===== config.mk =====
export PLATFORM = sky130hd
export DESIGN_NAME = mem_access_unit
export DESIGN_NICKNAME = d
export VERILOG_FILES = /design/src/rtl/mem_access_unit_pkg.sv /design/src/rtl/mem_access_unit_align.sv /design/src/rtl/mem_access_unit.sv
export SDC_FILE = /design/constraint.sdc
export NUM_CORES = 1
export LEC_CHECK = 0
export BUFFER_PORTS_ARGS = -buffer_cell sky130_fd_sc_hd__buf_2
export CAP_MARGIN = 20
export CORE_UTILIZATION = 55
export DETAILED_ROUTE_END_ITERATION = 6
export PLACE_DENSITY = 0.81
export SKIP_LAST_GASP = 1
export SLEW_MARGIN = 25
export SYNTH_ARGS = -nofsm -noshare
export SYNTH_HDL_FRONTEND = slang
export SYNTH_SLANG_ARGS = --single-unit

===== constraint.sdc =====
create_clock -name clk -period 7.2 [get_ports clk]
set_clock_uncertainty 0.1 [all_clocks]
set_input_delay 1.08 -clock clk [delete_from_list [all_inputs] [get_ports clk]]
set_output_delay 1.08 -clock clk [all_outputs]
set_load 0.005 [all_outputs]

===== src/rtl/mem_access_unit_pkg.sv =====
// Shared definitions for the load/store sequencer.
// Latency: n/a (types, constants and helpers only).
// Backpressure: n/a.
//
// Holds the access-size codes and the sequencer state encoding. Pipeline control
// decode imports the same package, so size codes stay consistent across the pipeline.
package mem_access_unit_pkg;

    // Access size codes carried on req_size. Code 2'b11 behaves as a word access.
    localparam logic [1:0] SIZE_B = 2'b00;
    localparam logic [1:0] SIZE_H = 2'b01;
    localparam logic [1:0] SIZE_W = 2'b10;

    typedef enum logic [2:0] {
        ST_IDLE   = 3'd0,
        ST_LOAD   = 3'd1,
        ST_WRITE  = 3'd2,
        ST_RMW_RD = 3'd3,
        ST_RMW_WR = 3'd4,
        ST_RESP   = 3'd5
    } state_t;

    // Request fields latched at accept. The address is held separately because its
    // width is a module parameter.
    typedef struct packed {
        logic        we;
        logic [1:0]  size;
        logic        sign;
        logic [31:0] wdata;
    } req_t;

    // Both 2'b10 and 2'b11 are full-word accesses.
    function automatic logic is_word(input logic [1:0] size);
        return size[1];
    endfunction

endpackage


===== src/rtl/mem_access_unit_align.sv =====
// Byte/halfword lane extract with sign/zero extension, and store lane merge.
// Latency: 0 cycles (purely combinational).
// Backpressure: none; the outputs follow the inputs.
//
// Ports:
//   size, sign, addr_lo  access size, load extension mode, byte offset in the word
//   load_word            word read from dm; the load lane is extracted from it
//   merge_word           old dm word that a sub-word store is merged into
//   store_data           right-justified store data
//   load_data            extended load result
//   merged_word          merge_word with the addressed lane(s) replaced
module mem_access_unit_align
    import mem_access_unit_pkg::*;
#(
    parameter bit BIG_ENDIAN = 1'b0
) (
    input  logic [1:0]  size,
    input  logic        sign,
    input  logic [1:0]  addr_lo,
    input  logic [31:0] load_word,
    input  logic [31:0] merge_word,
    input  logic [31:0] store_data,
    output logic [31:0] load_data,
    output logic [31:0] merged_word
);

    // Physical lane numbers, counted from bit 0 of the word. Big-endian mirrors the
    // byte order, so byte offset k maps to physical byte 3-k (= ~k for two bits).
    logic [1:0] byte_lane;
    logic       half_lane;
    logic [7:0]  byte_val;
    logic [15:0] half_val;

    assign byte_lane = BIG_ENDIAN ? ~addr_lo    : addr_lo;
    assign half_lane = BIG_ENDIAN ? ~addr_lo[1] : addr_lo[1];

    assign byte_val = load_word[{byte_lane, 3'b000} +: 8];
    assign half_val = load_word[{half_lane, 4'b0000} +: 16];

    always_comb begin
        load_data = load_word;
        case (size)
            SIZE_B:  load_data = {{24{sign & byte_val[7]}}, byte_val};
            SIZE_H:  load_data = {{16{sign & half_val[15]}}, half_val};
            default: load_data = load_word;
        endcase
    end

    always_comb begin
        merged_word = merge_word;
        case (size)
            SIZE_B:  merged_word[{byte_lane, 3'b000} +: 8]   = store_data[7:0];
            SIZE_H:  merged_word[{half_lane, 4'b0000} +: 16] = store_data[15:0];
            default: merged_word = store_data;
        endcase
    end

endmodule


===== src/rtl/mem_access_unit.sv =====
// Load/store sequencer between the MEM stage and a word-only data memory (dm).
// Latency (accept cycle to resp_valid cycle): load 2, word store 2, sub-word store 3.
// Backpressure: req_ready low while busy; no response backpressure (resp_* is a pulse).
//
// Ports:
//   clk, rst_n                  clock and asynchronous active-low reset
//   req_valid/req_ready         request handshake; accepted when both are high
//   req_we/size/sign/addr/wdata request fields, sampled only at accept
//   resp_valid/resp_rdata       one-cycle completion pulse and extended load data
//   exc_misalign                misaligned-access flag (only with MISALIGN_EXC_EN)
//   dm_addr/ctrl_r/ctrl_w       word-aligned dm address and read/write enables
//   dm_wdata/dm_rdata           dm write data and combinational read data
//
// Build option: define MISALIGN_EXC_EN to trap misaligned half/word accesses
// instead of silently masking the low address bits.
module mem_access_unit
    import mem_access_unit_pkg::*;
#(
    parameter int ADDR_W     = 32,
    parameter bit BIG_ENDIAN = 1'b0
) (
    input  logic              clk,
    input  logic              rst_n,
    input  logic              req_valid,
    output logic              req_ready,
    input  logic              req_we,
    input  logic [1:0]        req_size,
    input  logic              req_sign,
    input  logic [ADDR_W-1:0] req_addr,
    input  logic [31:0]       req_wdata,
    output logic              resp_valid,
    output logic [31:0]       resp_rdata,
`ifdef MISALIGN_EXC_EN
    output logic              exc_misalign,
`endif
    output logic [31:0]       dm_addr,
    output logic              dm_ctrl_r,
    output logic              dm_ctrl_w,
    output logic [31:0]       dm_wdata,
    input  logic [31:0]       dm_rdata
);

    state_t            state_q, state_d;
    req_t              req_q;
    logic [ADDR_W-1:0] addr_q;
    logic [31:0]       merge_q;
    logic              accept;
    logic              misalign;
    logic [31:0]       load_data;
    logic [31:0]       merged_word;
    logic              resp_valid_q;
    logic [31:0]       resp_rdata_q;

    assign accept = req_valid && req_ready;

`ifdef MISALIGN_EXC_EN
    logic exc_q;
    assign misalign = ((req_size == SIZE_H) && req_addr[0]) ||
                      (is_word(req_size) && (req_addr[1:0] != 2'b00));
    assign exc_misalign = exc_q;
`else
    assign misalign = 1'b0;
`endif

    // dm is word-addressed; the byte offset only steers lanes.
    assign dm_addr    = 32'({addr_q[ADDR_W-1:2], 2'b00});
    assign resp_valid = resp_valid_q;
    assign resp_rdata = resp_rdata_q;

    mem_access_unit_align #(
        .BIG_ENDIAN (BIG_ENDIAN)
    ) u_align (
        .size        (req_q.size),
        .sign        (req_q.sign),
        .addr_lo     (addr_q[1:0]),
        .load_word   (dm_rdata),
        .merge_word  (merge_q),
        .store_data  (req_q.wdata),
        .load_data   (load_data),
        .merged_word (merged_word)
    );

    // State register. The async reset also kills dm_ctrl_w at once, because the write
    // enable decodes from state; an interrupted RMW therefore never writes.
    always_ff @(posedge clk or negedge rst_n) begin
        if (!rst_n) begin
            state_q <= ST_IDLE;
        end else begin
            state_q <= state_d;
        end
    end

    always_comb begin
        state_d = state_q;
        case (state_q)
            ST_IDLE: begin
                if (accept) begin
                    if (misalign) begin
                        state_d = ST_RESP;
                    end else if (!req_we) begin
                        state_d = ST_LOAD;
                    end else if (is_word(req_size)) begin
                        state_d = ST_WRITE;
                    end else begin
                        state_d = ST_RMW_RD;
                    end
                end
            end
            ST_LOAD, ST_WRITE, ST_RMW_WR: state_d = ST_RESP;
            ST_RMW_RD:                    state_d = ST_RMW_WR;
            ST_RESP:                      state_d = ST_IDLE;
            default:                      state_d = ST_IDLE;
        endcase
    end

    always_comb begin
        req_ready = 1'b0;
        dm_ctrl_r = 1'b0;
        dm_ctrl_w = 1'b0;
        dm_wdata  = '0;
        case (state_q)
            ST_IDLE:            req_ready = 1'b1;
            ST_LOAD, ST_RMW_RD: dm_ctrl_r = 1'b1;
            ST_WRITE: begin
                dm_ctrl_w = 1'b1;
                dm_wdata  = req_q.wdata;
            end
            ST_RMW_WR: begin
                dm_ctrl_w = 1'b1;
                dm_wdata  = merged_word;
            end
            default: ;
        endcase
    end

    // Request latches: inputs are only looked at in IDLE.
    always_ff @(posedge clk or negedge rst_n) begin
        if (!rst_n) begin
            req_q  <= '0;
            addr_q <= '0;
        end else if (accept) begin
            req_q  <= '{we: req_we, size: req_size, sign: req_sign, wdata: req_wdata};
            addr_q <= req_addr;
        end
    end

    // Old word for the read-modify-write merge.
    always_ff @(posedge clk or negedge rst_n) begin
        if (!rst_n) begin
            merge_q <= '0;
        end else if (state_q == ST_RMW_RD) begin
            merge_q <= dm_rdata;
        end
    end

    // Response registers: valid is high exactly while in RESP; data is non-zero only
    // when the response comes from LOAD (stores and traps return 0).
    always_ff @(posedge clk or negedge rst_n) begin
        if (!rst_n) begin
            resp_valid_q <= 1'b0;
            resp_rdata_q <= '0;
        end else begin
            resp_valid_q <= (state_d == ST_RESP);
            resp_rdata_q <= (state_q == ST_LOAD) ? load_data : 32'd0;
        end
    end

`ifdef MISALIGN_EXC_EN
    always_ff @(posedge clk or negedge rst_n) begin
        if (!rst_n) begin
            exc_q <= 1'b0;
        end else begin
            exc_q <= accept && misalign;
        end
    end
`endif

endmodule

==> results.toml <==
[routing]
wl_per_cell_um = 19.2
drtAntennaViolNets = 0
drt-initial-drc-count = 680
vias = 5791
drt-total-wl_mm = 19.3
dr.pass1.iters = 7
avgViaCountPerCell = 5.76
drc = 7

[logic_synthesis]
synthFlopType = "dfrtp_1"
syn-cell-area_um2 = 6860
synth.distinct_cells = 47
async_flop_share = 1.00
yosys-top-cells-count = "135 x dfrtp_1, 116 x nand2_1, 73 x mux2_2"
synth-edff-count = 0
ys_top_cells_by_area = "dfrtp_1 49%, mux2_2 12%, nand2_1 6.4%"
synth_seq_cells = 135
synth.avg_cell_area_um2 = 10.2
ys_seq_area_frac = 0.493
yosysWarnings = 0
yosysTopAreaCell = "dfrtp_1"
synth_top_cell_area_share = 0.493
synth.most_common_cell = "dfrtp_1"
syn_inst = 674

[global_route]
grt_util_all_layers = 0.312
antenna_found_initial = 0
grt_pass1_wl_mm = 30.3
grt_pass1_vias = 5621
overflow = 0
grt_max_degree = 88

[worst_setup_path]
arrival_ns = 3.26
slowest_delay_ns = 0.98
cp.required_ns = 6.02
cp_max_fo = 28
path_delay_family = "flip-flops"
crit_buf_inv = 2
crit_slowest_cell = "dfrtp_1"
cp-start-kind = "flop"
end_kind = "output port"
critPathKind = "flop to output port"
path_cells = "clkinv_1 -> nand3_1 -> o221ai_1 -> buf_2"

[sta]
clock.fmax_mhz = 225
relSlewSlack = 0.347
maxSlewViolCount = 0
finalCritPeriodShare = 0.617
whs_ns = 0.397
tightest_slew_ns = 0.972
fin_crit_ns = 4.44
final.setup.tns_ns = 0
setup_viol = 0
finalHoldViolations = 0
rsz0062_at_grt = "false"
fin_ws_ns = 2.76

[cells_and_area]
stdcell_area_um2 = 8240
n_fill_cell = 913
multi_input_area_um2 = 2910
final_cells = 1006
drive_above_1_share = 0.380
final_nets = 933
area_growth_syn_to_layout_pct = 20.2
regArea_um2 = 3380
final_util = 0.683

[status]
status = "finished, violations left"
violations = "DRC"

[placement]
hpwl_mm = 13.4
pre_cts_ws_ns = 3.03
place_inst = 974
dpl-instance-area_um2 = 7680
gp_congestion = 0.890
numPortBuffers = 200

[die]
die-area_um2 = 12900
num_rows = 40
core_area_um2 = 12100
die_w_um = 114
die_h_um = 114
initial_core_util = 0.568
ios = 203

[worst_hold_path]
worstHoldPathType = "flop to flop"

[power]
power_mw = 3.80
ir_drop_uv = 224
p_per_area_nw_per_um2 = 462
p_leak_nw = 4.04

[clock_tree]
cts_inserted_buffers = 17
cts_root_buffer = "clkbuf_16"
clockBufferDepth = 2
hold_buffers = 0
cts_tree = "yes"
ctsResizeCount = 0
clk_latency_ns = 0.43
post_cts_buffers = 0
clkTransAtPathRegs_ns = 0.06
cts_max_level = 4
clock_sinks = 135

[job]
maxCapViolations = 0
-- logic make-up after synthesis --
kind of cell / Yosys count / synth area share
buf+inv: 109 / 0.0836
compound gates: 142 / 0.138
simple gates: 191 / 0.129
mux: 91 / 0.146
fa+ha+maj: 5 / 0.00913
other cells: 1 / 0.000547
flops: 135 / 0.493
-- routing by layer --
metal  vias up  part of all wire  global-route usage
li1       2629                 -                   -
met4         0             0.021               0.128
met5         -                 0                   0
met2       317              0.47               0.497
met1      2812              0.43               0.420
met3        33             0.079              0.0632
-- final timing paths --
| path | slack [ns] | from | endpoint | cells past startpoint |
|---|---|---|---|---|
| setup / recovery | 2.76 | req_q[34]$_DFFE_PN0P_ | dm_wdata[30] | 4 |
| hold / removal | 0.40 | addr_q[9]$_DFFE_PN0P_ | addr_q[9]$_DFFE_PN0P_ | 1 |
| setup reg to reg | 4.28 | req_q[34]$_DFFE_PN0P_ | resp_rdata[20]$_DFF_PN0_ | 4 |
| hold reg to reg | 0.40 | addr_q[9]$_DFFE_PN0P_ | addr_q[9]$_DFFE_PN0P_ | 1 |
| max in group asynchronous | 5.20 | rst_n | addr_q[1]$_DFFE_PN0P_ | 2 |
| min in group asynchronous | 0.60 | rst_n | addr_q[17]$_DFFE_PN0P_ | 1 |
-- where the power goes --
group	internal [mW]	switching (mW)
combinational	0.727	0.767
clock	0.477	0.345
sequential	1.10	0.383
total	2.31	1.49
-- placed cells by master, fill, tap and decap left out, types with 5 or more instances in the layout --
cell type,netlist,final
a21oi_1,19,19
a221oi_1,8,8
a222oi_1,8,8
a31oi_1,9,9
buf_2,11,199
buf_4,34,6
clkbuf_16,0,17
dfrtp_1,135,134
ha_1,5,5
inv_1,32,32
mux2_2,73,73
mux2i_1,18,18
nand2_1,116,116
nor2_1,23,22
nor2b_1,22,22
nor3b_1,7,7
o211ai_1,14,14
o21ai_0,49,49
o221ai_1,17,17
o22ai_1,8,8
-- state kept, by name, summed over array words and instances (netlist names) --
register / flops
state_q: 3
resp_rdata: 32
req_q: 35
merge_q: 32
addr_q: 32
resp_valid: 1
-- worst register-to-register path, stage by stage, from the launching register on --
cell      delay (ns)
dfrtp_1         0.98
clkinv_1        0.73
nor2_2          0.74
nand2_1         0.19
nand2_1         0.12
-- final cells by class --
class,instances,area share
sequential,135,0.411
tap,168,0.0255
timing repair buffer,206,0.128
clock buffer,18,0.0521
clock inverter,13,0.0149
antenna,1,0.000304
inverter,34,0.0155
multi-input combinational,431,0.353
No activity file was read; power rests on OpenSTA's default activity.
